## src/rtl/write_enable_seq.sv

```systemverilog
// BRAM write-strobe/address sequencer locked to end_cycle pulses: arms for one
// partial period, then writes n_periods (or endless) bursts of count_max+1 words.
module write_enable_seq #(
    parameter int BRAM_WIDTH = 13,
    parameter int NPER_WIDTH = 16
) (
    input  logic                  clk,
    input  logic                  rst,
    input  logic                  restart,
    input  logic                  end_cycle,
    input  logic [BRAM_WIDTH-1:0] count_max,
    input  logic [BRAM_WIDTH-1:0] delay,
    input  logic [NPER_WIDTH-1:0] n_periods,
    input  logic                  continuous,
    output logic                  wen,
    output logic [BRAM_WIDTH-1:0] count,
    output logic                  init,
    output logic                  first,
    output logic                  last,
    output logic [NPER_WIDTH-1:0] period_idx,
    output logic                  overrun,
    output logic                  ready
);

    typedef enum logic [2:0] {
        S_IDLE,
        S_ARM,
        S_WAIT,
        S_DELAY,
        S_WRITE,
        S_DONE
    } state_t;

    state_t                state_q, state_d;
    logic [BRAM_WIDTH-1:0] cnt_q, cnt_d;
    logic [BRAM_WIDTH-1:0] cmax_q, cmax_d;
    logic [BRAM_WIDTH-1:0] delay_q, delay_d;
    logic [NPER_WIDTH-1:0] nper_q, nper_d;
    logic                  cont_q, cont_d;
    logic                  wen_q, wen_d;
    logic [BRAM_WIDTH-1:0] count_q, count_d;
    logic                  init_q, init_d;
    logic                  first_q, first_d;
    logic                  last_q, last_d;
    logic [NPER_WIDTH-1:0] pidx_q, pidx_d;
    logic                  overrun_q, overrun_d;
    logic                  ready_q, ready_d;

    // One extra bit so period_idx+1 cannot wrap when compared to n_periods
    logic [NPER_WIDTH:0]   pidx_inc_ext;
    assign pidx_inc_ext = {1'b0, pidx_q} + {{NPER_WIDTH{1'b0}}, 1'b1};

    always_comb begin
        state_d   = state_q;
        cnt_d     = cnt_q;
        cmax_d    = cmax_q;
        delay_d   = delay_q;
        nper_d    = nper_q;
        cont_d    = cont_q;
        count_d   = count_q;
        pidx_d    = pidx_q;
        overrun_d = overrun_q;
        wen_d     = 1'b0;

        if (restart) begin
            state_d   = S_ARM;
            cnt_d     = '0;
            cmax_d    = count_max;
            delay_d   = delay;
            nper_d    = (n_periods == '0) ? NPER_WIDTH'(1) : n_periods;
            cont_d    = continuous;
            pidx_d    = '0;
            overrun_d = 1'b0;
        end else begin
            if (end_cycle && (state_q == S_DELAY || state_q == S_WRITE)) begin
                overrun_d = 1'b1;
            end
            case (state_q)
                S_ARM: begin
                    if (cnt_q == cmax_q) begin
                        state_d = S_WAIT;
                    end else begin
                        cnt_d = cnt_q + BRAM_WIDTH'(1);
                    end
                end
                S_WAIT: begin
                    if (end_cycle) begin
                        if (delay_q == '0) begin
                            state_d = S_WRITE;
                            count_d = '0;
                            wen_d   = 1'b1;
                        end else begin
                            state_d = S_DELAY;
                            cnt_d   = '0;
                        end
                    end
                end
                S_DELAY: begin
                    if (cnt_q == delay_q - BRAM_WIDTH'(1)) begin
                        state_d = S_WRITE;
                        count_d = '0;
                        wen_d   = 1'b1;
                    end else begin
                        cnt_d = cnt_q + BRAM_WIDTH'(1);
                    end
                end
                S_WRITE: begin
                    if (count_q == cmax_q) begin
                        if (cont_q || (pidx_inc_ext < {1'b0, nper_q})) begin
                            pidx_d  = pidx_inc_ext[NPER_WIDTH-1:0];
                            state_d = S_WAIT;
                        end else begin
                            state_d = S_DONE;
                        end
                    end else begin
                        count_d = count_q + BRAM_WIDTH'(1);
                        wen_d   = 1'b1;
                    end
                end
                default: begin
                end
            endcase
        end

        // Flags describe the write happening in the next cycle
        ready_d = (state_d == S_IDLE) || (state_d == S_DONE);
        init_d  = wen_d && (cmax_q != '0) && (count_d == cmax_q - BRAM_WIDTH'(1));
        first_d = wen_d && (pidx_d == '0);
        last_d  = wen_d && !cont_q && (pidx_d == nper_q - NPER_WIDTH'(1));
    end

    always_ff @(posedge clk) begin
        if (rst) begin
            state_q   <= S_IDLE;
            cnt_q     <= '0;
            cmax_q    <= '0;
            delay_q   <= '0;
            nper_q    <= '0;
            cont_q    <= 1'b0;
            wen_q     <= 1'b0;
            count_q   <= '0;
            init_q    <= 1'b0;
            first_q   <= 1'b0;
            last_q    <= 1'b0;
            pidx_q    <= '0;
            overrun_q <= 1'b0;
            ready_q   <= 1'b1;
        end else begin
            state_q   <= state_d;
            cnt_q     <= cnt_d;
            cmax_q    <= cmax_d;
            delay_q   <= delay_d;
            nper_q    <= nper_d;
            cont_q    <= cont_d;
            wen_q     <= wen_d;
            count_q   <= count_d;
            init_q    <= init_d;
            first_q   <= first_d;
            last_q    <= last_d;
            pidx_q    <= pidx_d;
            overrun_q <= overrun_d;
            ready_q   <= ready_d;
        end
    end

    assign wen        = wen_q;
    assign count      = count_q;
    assign init       = init_q;
    assign first      = first_q;
    assign last       = last_q;
    assign period_idx = pidx_q;
    assign overrun    = overrun_q;
    assign ready      = ready_q;

endmodule

```

## config.mk

```make
export PLATFORM = sky130hd
export DESIGN_NAME = write_enable_seq
export DESIGN_NICKNAME = d
export VERILOG_FILES = /design/src/rtl/write_enable_seq.sv
export SDC_FILE = /design/constraint.sdc
export NUM_CORES = 1
export LEC_CHECK = 0
export ABC_CLOCK_PERIOD_IN_PS = 5500
export CAP_MARGIN = 10
export CORE_MARGIN = 2
export CORE_UTILIZATION = 58
export CTS_CLUSTER_DIAMETER = 100
export DETAILED_ROUTE_END_ITERATION = 8
export PLACE_DENSITY = 0.92
export REMOVE_ABC_BUFFERS = 1
export SYNTH_ARGS = -nofsm -noshare
export SYNTH_HDL_FRONTEND = slang
export SYNTH_SLANG_ARGS = --single-unit
```

## constraint.sdc

```tcl
create_clock -name clk -period 5.5 [get_ports clk]
set_input_delay 1.1 -clock clk [delete_from_list [all_inputs] [get_ports clk]]
set_output_delay 1.1 -clock clk [all_outputs]
set_load 0.03 [all_outputs]
```

# Yosys cells after proc, flatten, opt, wreduce, memory -nomap -nowiden

Index checks and enable logic that the tools add are counted.

Equality and inequality tests: 14
$add $sub $neg: 6
Mux-type cells: 30
Reduce and logical (&&, ||, !) cells: 18
Order comparisons: 1

Operators with widths:

| cell                                                | number |
|---|---|
| two-way mux 13 bit                                  | 9 |
| two-way mux 16 bit                                  | 5 |
| case mux 13 bit (3 select lines)                    | 2 |
| equality test 13 bit                                | 4 |
| logical NOT 16 bit                                  | 2 |
| adder 13 x 1 -> 13 bit, second input constant       | 2 |
| subtractor 13 x 1 -> 13 bit, second input constant  | 2 |
| two-way mux 3 bit                                   | 7 |
| adder 16 x 1 -> 17 bit, second input constant       | 1 |
| less-than comparator 17 x 16 -> 1 bit               | 1 |
| equality test 16 bit                                | 1 |
| subtractor 16 x 1 -> 16 bit, second input constant  | 1 |
| logical NOT 13 bit                                  | 1 |
| nonzero test 13 bit                                 | 1 |
| case mux 3 bit (4 select lines)                     | 1 |
| inequality test 2 bit, second input constant        | 4 |
| equality test 3 x 2 -> 1 bit, second input constant | 2 |
| equality test 3 bit, second input constant          | 2 |
| logical AND 1 bit                                   | 6 |
| two-way mux 1 bit                                   | 5 |
| AND reduction 5 bit                                 | 1 |
| equality test 3 x 1 -> 1 bit, second input constant | 1 |
| logical NOT 3 bit                                   | 1 |
| logical OR 1 bit                                    | 3 |
| other kinds (4)                                     | 4 |

Input port bits: 47
Flip-flop bits (word level): 94
Output and inout port bits: 35
Logic and storage cells: 83

# Logic depth before layout (Yosys ltp)

Gate-level depths: netlist (run 1).

Word-level depth: 9
Gate-level depth with buffers: 23
Gate-level depth less buffers: 16

# Least setup slack after synthesis (run 1)

No wires, ideal clock.

Path kind: register to register
Start: register pidx_q[0], in the netlist period_idx[0]
End: register last_q, in the netlist last
Period minus slack after synthesis: 4.538 ns
Setup time: 0.086 ns
Cell stages (with the launch flop): 21
Slack: 0.962 ns
Data required time: 5.414 ns
Arrival time: 4.452 ns
Path through: dfxtp_1 buf_2 nand3_2 or3_1 buf_2 nor2_2 and3_1 buf_2 xor2_1 ha_1 a221o_1 a2111oi_0 a211o_1 buf_2 a21oi_2 buf_6 or4_4 a21o_1 a2111oi_2 nand4_1 a221oi_2

Word-level cells in the longest chain between the ends: 9

Ends and longest elaborated chain:

| item                                  | RTL line | source |
|---|---|---|
| start: declaration                    | 45       | `logic [NPER_WIDTH-1:0] pidx_q, pidx_d;` |
| start signal: assignment              | 160      | `pidx_q <= pidx_d;` |
| adder 16 x 1 -> 17 bit                | 51       | `assign pidx_inc_ext = {1'b0, pidx_q} + {{NPER_WIDTH{1'b0}}, 1'b1};` |
| less-than comparator 17 x 16 -> 1 bit | 109      | `if (cont_q \|\| (pidx_inc_ext < {1'b0, nper_q})) begin` |
| logical OR 1 bit                      | 109      |  |
| two-way mux 16 bit                    | 109      |  |
| two-way mux 16 bit                    | 108      | `if (count_q == cmax_q) begin` |
| two-way mux 16 bit (*)                | 78       | `case (state_q)` |
| two-way mux 16 bit (*)                | 65       | `if (restart) begin` |
| equality test 16 bit (*)              | 129      | `last_d = wen_d && !cont_q && (pidx_d == nper_q - NPER_WIDTH'(1));` |
| logical AND 1 bit (*)                 | 129      |  |
| end signal: assignment                | 159      | `last_q <= last_d;` |
| end: declaration                      | 44       | `logic last_q, last_d;` |

Mark *: on every way between the ends. The rest lies on a longest branch, timed or not.
A chain may end at the register's enable or synchronous reset.

# Final worst setup path (run 1)

Same ends and word-level chain as after synthesis.

==> run metrics, run 1 <==
status=finished, final reports clean; total die area=13,500 sq um; DR WL/cell=19.4 um; htree depth=3; commonest cells in the netlist=nor2_1, dfxtp_1, nand2_1; Max VDD drop=0.208 mV; DP HPWL=16,500 um; pin count of the biggest net entering global routing=43; Die H=116 um; vias in the first global route=6,886; r2r worst-path depth=15; Overflow after GRT=0; Clock Root Buffer=clkbuf_16; Pint=0.00117 W; wire length of the first global-routing pass=35,800 um; clock network power share=0.372; Sum Neg Setup Slack=0 ns; post-synthesis area per instance=7.71 sq um; Post-CTS Setup Inserts=0; post-synth cell types=78; Starting Density=0.599; Final Max Tran Viols=0; Post-synth EDFFs=0; crit path DAT=5.34 ns; clock insertion delay at the later pin of the skew report=0.37 ns; CP Launch Point=period_idx[0]; Slew headroom=0.411; top-area cell type share of the netlist area=0.258; MaxCap Viol Count=0; hold_ws=0.476 ns; Final Non-Filler Cells=1,151; Async S/R FF share, synth=0; initial drt markers=971; FF-to-FF End=last; antenna violations before repair=0; Critical Path Start Type=flip-flop; synth top area cells=dfxtp_1, xnor2_1, nor2_1; Final min period=5.06 ns; DRC viols=0; Min-Delay Path Class=reg -> reg; 1st-pass router iterations=6; Final Hold Vio Count=0; n_diodes=0; Detailed Route WL=22,300 um; Gate power share=0.203; worst setup margin=0.438 ns; Final ANT Viol Nets=0; Crit Path Class=reg -> reg; commonest register cell after synthesis=dfxtp_1; Port Buf Inserts=81; core box area=12,200 sq um; CP endpoint=last; dpl ws=0.408 ns; area leader, netlist=dfxtp_1; clk slew on worst S/H paths=0.08 ns; Routability Congestion=1.01; area delta synth->final=14.4%; sequential power share=0.425; Setup violations, final=0; max frequency=0.198 GHz; DR vias=7,394; Total GRT Usage=0.340; cts bufs inserted=9; Clock Skews=0.00570 ns; RSZ-0062 raised after global routing=false; most common cell in the netlist=nor2_1; reg2reg setup slack=0.44 ns; Net Sw Frac=0.321; synthesized flop and latch total=94; Critical Path End Type=flip-flop; die span in x=116 um; I/O pin cnt=82; via-per-instance ratio=6.42; share of cells above drive strength 1=0.0621; Gate Count Post-Synth=946; period utilisation layout=0.920; crit path max fanout=23; post-synthesis sequential area ratio=0.258; Mapped Area=7290 sq um; Inst Count DP=1,135; Cell Rows=40; Pwr Density=207 nW/um^2; worst slew pin tran=0.880 ns; YS warnings=0; TritonCTS clock tree=done; P_leak=3.12 nW; Design Power=0.00173 W; CTS Buffer Depth=2; clock sinks=94; Sw Pwr=0.000556 W; reg2reg start=period_idx[0]; CP Data Required Time=5.78 ns; Nets=1,046
[flip-flops by register name, summed over array words and instances (netlist names), 3 cells and up]
name / cells
cmax_q: 13
cnt_q: 13
count: 13
state_q: 3
delay_q: 13
nper_q: 16
period_idx: 16
[placed cells by master (no fill, tap or decap), types with 4 or more instances in the layout]
cell type        count
nor2_1             111
dfxtp_1             94
clkdlybuf4s50_1     80
nand2_1             66
xnor2_1             64
xor2_1              46
a21oi_1             42
o21ai_0             41
inv_1               34
nor3_1              33
nand3_1             32
mux2i_1             31
a31oi_1             22
ha_1                21
nor4_1              18
nand4_1             16
and3_1              15
nand2b_1            15
a211oi_1            15
or3_1               14
or4_1               12
nor2b_1             10
buf_4               10
a21o_1               9
clkbuf_16            9
a211o_1              8
and2_1               7
o21a_1               6
nor4_2               5
nand4b_1             5
nand3_2              4
and4_1               4
a41oi_1              4
nand3b_1             4
[per-layer routing]
layer | vias up | wire, um | global-route usage | share of wire
met5 | - | 0 | 0 | 0
met4 | 0 | 1080 | 0.178 | 0.048
met3 | 87 | 1730 | 0.0602 | 0.077
met2 | 394 | 10500 | 0.556 | 0.47
met1 | 3474 | 9060 | 0.431 | 0.41
li1 | 3439 | - | - | -
[kinds of logic after synthesis]
| family | Yosys count | synth area share |
|---|---|---|
| buffers and inverters | 105 | 0.0657 |
| XOR/XNOR | 110 | 0.132 |
| adder cells (fa/ha/maj) | 21 | 0.0360 |
| AND/OR/NAND/NOR | 389 | 0.282 |
| flip-flops | 94 | 0.258 |
| multiplexers | 32 | 0.0441 |
| AO/OA/AOI/OAI | 195 | 0.182 |
[worst min-delay path by stage]
stage                  from      end  cells after the start
floorplan            cont_q   cont_q                      2
global placement    overrun  overrun                      2
detailed placement  overrun  overrun                      2
CTS                 overrun  overrun                      2
global route        overrun  overrun                      2
finish              overrun  overrun                      2
[worst max-delay path: stages, from the launching register on]
cell,delay [ns]
dfxtp_1,0.57
nand3_2,0.21
or3_1,0.52
nor2_2,0.16
and3_1,0.36
nand3_2,0.24
xnor2_1,0.23
ha_1,0.25
a211o_1,0.33
a211oi_4,0.39
a21oi_4,0.18
or4_1,0.46
a21o_1,0.20
a2111oi_0,0.49
nand4_1,0.17
a221oi_2,0.20
[power by group through the flow]
stage               Sequential, W  Clock (W)  Combinational [W]
global placement         0.000750          0           0.000335
CTS                      0.000735   0.000652           0.000342
detailed placement       0.000750          0           0.000340
finish                   0.000736   0.000644           0.000350
floorplan                0.000742          0           0.000222
global route             0.000739   0.000676           0.000381
[area by class of cell]
class | count | area (sq um)
multi-input combinational | 747 | 4940
tap | 168 | 210
sequential | 94 | 1880
clock buffer | 9 | 225
clock inverter | 7 | 75.1
fill | 989 | 3820
timing repair buffer | 91 | 881
inverter | 35 | 131
[timing repair]
| item | in CTS | in global routing |
|---|---|---|
| endpoints found under the hold margin | 0 | 0 |
| hold buffers | 0 | 0 |
| setup endpoints to repair | 0 | 1 |
| gates resized for setup | 0 | 3 |
[per-stage QoR]
stage	util	instance area, sq um
after global placement	0.661	8030
after detailed placement	0.661	8030
after CTS	0.685	8330
after floorplan	-	6940
final	0.686	8340
after global routing	0.686	8340
Note: power is estimated with default switching activity, not from simulation.
==> run 2, diff against run 1 <==
--- a/config.mk
+++ b/config.mk
@@ -15,2 +15,3 @@
 export REMOVE_ABC_BUFFERS = 1
+export SLEW_MARGIN = 20
 export SYNTH_ARGS = -nofsm -noshare
--- a/constraint.sdc
+++ b/constraint.sdc
@@ -3,2 +3,2 @@
 set_output_delay 1.1 -clock clk [all_outputs]
-set_load 0.03 [all_outputs]
+set_load 0.01 [all_outputs]
==> results of run 2 <==
The final DEF is identical to that of run 1. Status: finished, final reports clean.
